### src/rtl/mux2to1_arbiter.sv
// Two-requester round-robin arbiter that drives a shared 2:1 mux into a one-deep registered output stage.
// Define MUX2_ARB_BURST_EN to let a requester hold the grant for up to BURST consecutive beats.
//
// state    | meaning
// ---------+----------------------------------------------------
// ST_IDLE  | nothing served yet, or an idle load cycle occurred
// ST_LAST0 | last accepted beat came from in0
// ST_LAST1 | last accepted beat came from in1

module mux2to1_arbiter #(
   parameter int WIDTH = 8,
   parameter int BURST = 4
) (
   input  logic             clk,
   input  logic             rst,
   input  logic             in0_valid,
   input  logic [WIDTH-1:0] in0_data,
   output logic             in0_ready,
   input  logic             in1_valid,
   input  logic [WIDTH-1:0] in1_data,
   output logic             in1_ready,
   output logic             sel,
   output logic             out_valid,
   output logic [WIDTH-1:0] out_data,
   input  logic             out_ready
);

   localparam logic [1:0] ST_IDLE  = 2'd0;
   localparam logic [1:0] ST_LAST0 = 2'd1;
   localparam logic [1:0] ST_LAST1 = 2'd2;

   if (BURST < 1 || BURST > 15) begin : g_burst_range
      $error("mux2to1_arbiter: BURST must be in 1..15");
   end

   logic [1:0]       r_state;
   logic             r_sel;
   logic             r_out_valid;
   logic [WIDTH-1:0] r_out_data;

   logic             w_ld;
   logic             w_sel;
   logic             w_pick_both;
   logic             w_accept;
   logic [1:0]       w_next_last;
   logic [WIDTH-1:0] w_data;

`ifdef MUX2_ARB_BURST_EN
   localparam logic [3:0] BURST_LAST = 4'(BURST - 1);

   logic [3:0] r_burst_cnt;
   logic       w_keep;

   assign w_keep = (r_burst_cnt < BURST_LAST);

   always_comb begin
      w_pick_both = 1'b0;
      case (r_state)
         ST_LAST0: w_pick_both = !w_keep;
         ST_LAST1: w_pick_both = w_keep;
         default:  w_pick_both = 1'b0;
      endcase
   end

   // Counts repeat grants to the same requester; cleared on a switch or idle.
   always_ff @(posedge clk) begin
      if (rst) begin
         r_burst_cnt <= 4'd0;
      end else if (w_ld) begin
         if (w_accept && (r_state == w_next_last)) begin
            if (r_burst_cnt != 4'hF) begin
               r_burst_cnt <= r_burst_cnt + 4'd1;
            end
         end else begin
            r_burst_cnt <= 4'd0;
         end
      end
   end
`else
   // Plain alternation: IDLE behaves like LAST1 so in0 wins the first contention.
   always_comb begin
      w_pick_both = (r_state == ST_LAST0);
   end
`endif

   assign w_ld = !r_out_valid || out_ready;

   always_comb begin
      w_sel = r_sel;
      if (rst) begin
         w_sel = 1'b0;
      end else if (in0_valid && in1_valid) begin
         w_sel = w_pick_both;
      end else if (in0_valid) begin
         w_sel = 1'b0;
      end else if (in1_valid) begin
         w_sel = 1'b1;
      end
   end

   assign in0_ready   = !rst && w_ld && !w_sel && in0_valid;
   assign in1_ready   = !rst && w_ld &&  w_sel && in1_valid;
   assign w_accept    = in0_ready || in1_ready;
   assign w_next_last = w_sel ? ST_LAST1 : ST_LAST0;
   assign w_data      = w_sel ? in1_data : in0_data;

   always_ff @(posedge clk) begin
      if (rst) begin
         r_state     <= ST_IDLE;
         r_sel       <= 1'b0;
         r_out_valid <= 1'b0;
         r_out_data  <= '0;
      end else begin
         r_sel <= w_sel;
         if (w_ld) begin
            if (w_accept) begin
               r_out_valid <= 1'b1;
               r_out_data  <= w_data;
               r_state     <= w_next_last;
            end else begin
               r_out_valid <= 1'b0;
               r_state     <= ST_IDLE;
            end
         end
      end
   end

   assign sel       = w_sel;
   assign out_valid = r_out_valid;
   assign out_data  = r_out_data;

endmodule
### config.mk
export PLATFORM = sky130hd
export DESIGN_NAME = mux2to1_arbiter
export DESIGN_NICKNAME = d
export VERILOG_FILES = /design/src/rtl/mux2to1_arbiter.sv
export SDC_FILE = /design/constraint.sdc
export NUM_CORES = 1
export LEC_CHECK = 0
export ABC_AREA = 1
export CORE_MARGIN = 1
export CORE_UTILIZATION = 44
export DETAILED_ROUTE_END_ITERATION = 8
export PLACE_DENSITY_LB_ADDON = 0.08
export SKIP_LAST_GASP = 1
export SLEW_MARGIN = 20
export SYNTH_ARGS = -nofsm -noshare
export SYNTH_HDL_FRONTEND = slang
export SYNTH_SLANG_ARGS = --single-unit
### constraint.sdc
create_clock -name clk -period 3.4 [get_ports clk]
set_clock_uncertainty 0.05 [all_clocks]
set_input_delay 0.68 -clock clk [delete_from_list [all_inputs] [get_ports clk]]
set_output_delay 0.68 -clock clk [all_outputs]
set_load 0.1 [all_outputs]
==> impl_results.md <==
- Placed Instances: 152
- Clk root buf: clkbuf_4
- Clock-pin slew on the worst setup and hold paths: 0.08 ns
- Switching part of the total power: 44.4%
- Gr ovfl total: 0
- Pwr dens: 436 mW/mm²
- Via count: 781
- Vias per cell: 5.04
- Max_slew headroom: 35.9%
- Outcome: complete, but fails checks
- Initial antenna violation count: 0
- Slew Viols, Final: 0
- Final setup vio count: 0
- Worst path cell trace: clkdlybuf4s50_1, inv_2, nand2_1, nor2_4, nand2_4, inv_1, buf_12
- PostCTS Resize Cnt: 0
- Synth unique cells: 17
- Final Hold Viols: 0
- Crit Path Class: in2out
- Tightest Hold Check Type: reg2reg
- First-pass GRT wire length: 2730 µm
- Drt drc: 6
- Setup tns final: 0 ns
- Seq pwr share: 34.4%
- Worst skew pair latency: 0.27 ns
- Crit path DAT: 2.16 ns
- DR WL/cell: 10.4 µm
- Yosys top cell area share: 31.8%
- Post-DP HPWL: 1160 µm
- CTS max path bufs: 2
- Pint: 262 µW
- Worst setup EP type: primary output
- Inserted Diodes: 0
- RePlAce Congestion: 0.798
- Vias in the first global route: 645
- Fmax: 346 MHz
- Ys Warns: 0
- Clock share of power: 18.8%
- Peak supply drop: 0.310 mV
- Mean Syn Cell Area: 6.92 µm²
- Mapped Area: 754 µm²
- Non-filler cells, final: 155
- Setup Buffers After CTS: 0
- CTS tree: yes
- Nets@finish: 162
- Vert. Die Dim: 43.4 µm
- Largest net degree at the start of global routing: 23
- Clk sinks: 12
- Antenna-violating nets left: 0
- Worst EP required: 2.67 ns
- CTS Hold Bufs: 0
- Slowest stage delay, CP: 0.42 ns
- 1st-iter DRT viols: 30
- Logic pwr share: 46.8%
- Top Ports: 33
- Tmin final: 2.89 ns
- Synth area leaders: dfxtp_1, nand2_1, nor2_1, nand3_1, nand4_1
- Switching power total: 209 µW
- CORE AREA: 0.00156 mm²
- Final period util: 85.1%
- CP max FO: 22
- Max-Cap Viols: 0
- Die ar.: 0.00188 mm²
- Die X: 43.4 µm
- Htree depth: 1
- Pleak: 0.543 nW
- Sequential area share after synthesis: 31.8%
- #FFs+latches synth: 12
- Crit path max-delay cell type: clkdlybuf4s50_1
- Synth Instances: 109
- Failing checks: DRC
- Share of layout cells above drive strength 1: 20.9%
- Largest area contributor in the netlist: dfxtp_1
- Slew @ Worst Pin: 0.958 ns
- Rows: 14
- Area growth from synthesis to final layout: 43.3%
- CP bufs+invs: 4
- Initial core utilization: 48.4%
- CTS buffer count: 3
- Syn Nets: 130
- Input/output buffers: 32
- Total wire length: 1610 µm
- CP startpoint kind: input pin
- Crit-path leading delay family: buffers and inverters
- DRT Pass-1 Iters: 6
- Total track usage: 19.4%
- Unrepaired setup endpoints after global routing: no
[cells in the mapped netlist]
cell type  number
nand4_4         1
inv_2           4
nand2_4         3
buf_4           2
buf_6           3
nor2_4          1
nor2_1         16
a21oi_4         1
nand2_2         4
nand2_1        28
inv_1          13
nand4_1         8
o21ai_0         1
nand3_1        10
dfxtp_1        12
nand3_4         1
nor2_2          1
[layer usage]
layer	vias to the layer above	GRT usage [%]	wire, µm
met5	-	0	0
met4	0	7.50	18
met3	4	3.75	128
met2	35	31.8	775
met1	341	25.1	688
li1	401	-	-
[layout make-up]
class / count / area, µm²
tap: 16 / 20.0
sequential: 12 / 240
multi-input combinational: 75 / 402
inverter: 17 / 63.8
clock buffer: 3 / 22.5
fill: 143 / 478
timing repair buffer: 32 / 333
[worst reg2reg max path: cells and delay by family, from the launching register on]
family             cells  cell delay (ns)
DFF                    1             0.37
AOI/OAI and AO/OA      1             0.31
and+or+nand+nor        5             0.69
[sequential cells by signal, summed over array words and instances (netlist names)]
name	flops
out_data	8
r_state	2
r_sel	1
out_valid	1
[power by group through the flow]
stage | Sequential [mW] | Combinational [mW] | Clock [mW]
finish | 0.162 | 0.221 | 0.0889
global route | 0.164 | 0.234 | 0.0978
CTS | 0.162 | 0.221 | 0.0903
detailed placement | 0.166 | 0.221 | 0
global placement | 0.165 | 0.220 | 0
floorplan | 0.247 | 0.0838 | 0
[final timing paths]
kind | startpoint | endpoint | slack, ns | cells past startpoint
max reg2reg | r_state[0] | out_data[4] | 1.93 | 6
max | rst | in0_ready | 0.51 | 7
min reg2reg | r_state[1] | r_state[1] | 0.43 | 2
min | r_state[1] | r_state[1] | 0.43 | 2
[cell usage in the layout, fill, tap and decap left out, drive strengths merged]
cell / count
nor2: 18
nand2: 35
dfxtp: 12
nand3: 11
o21ai: 1
a21oi: 1
clkbuf: 3
inv: 17
clkdlybuf4s50: 22
nand4: 9
buf: 10
[through the flow]
step	power, mW	utilization, %	cell area, µm²	hold slack (ns)	setup WS, ns
after floorplan	0.330	-	754	0.402	0.770
after global placement	0.384	67.9	1060	0.413	0.520
after detailed placement	0.386	67.9	1060	0.423	0.498
after CTS	0.473	69.3	1080	0.436	0.496
after global routing	0.496	69.3	1080	0.457	0.417
final	0.472	69.3	1080	0.432	0.508
[kinds of logic (layout without fill, tap and decap cells)]
family,Yosys count,count (layout),share of synthesized area (%)
AOI/OAI and AO/OA,2,2,2.82
buffers and inverters,22,52,14.9
DFF,12,12,31.8
and+or+nand+nor,73,73,50.4
(Power assumes the default switching activity.)
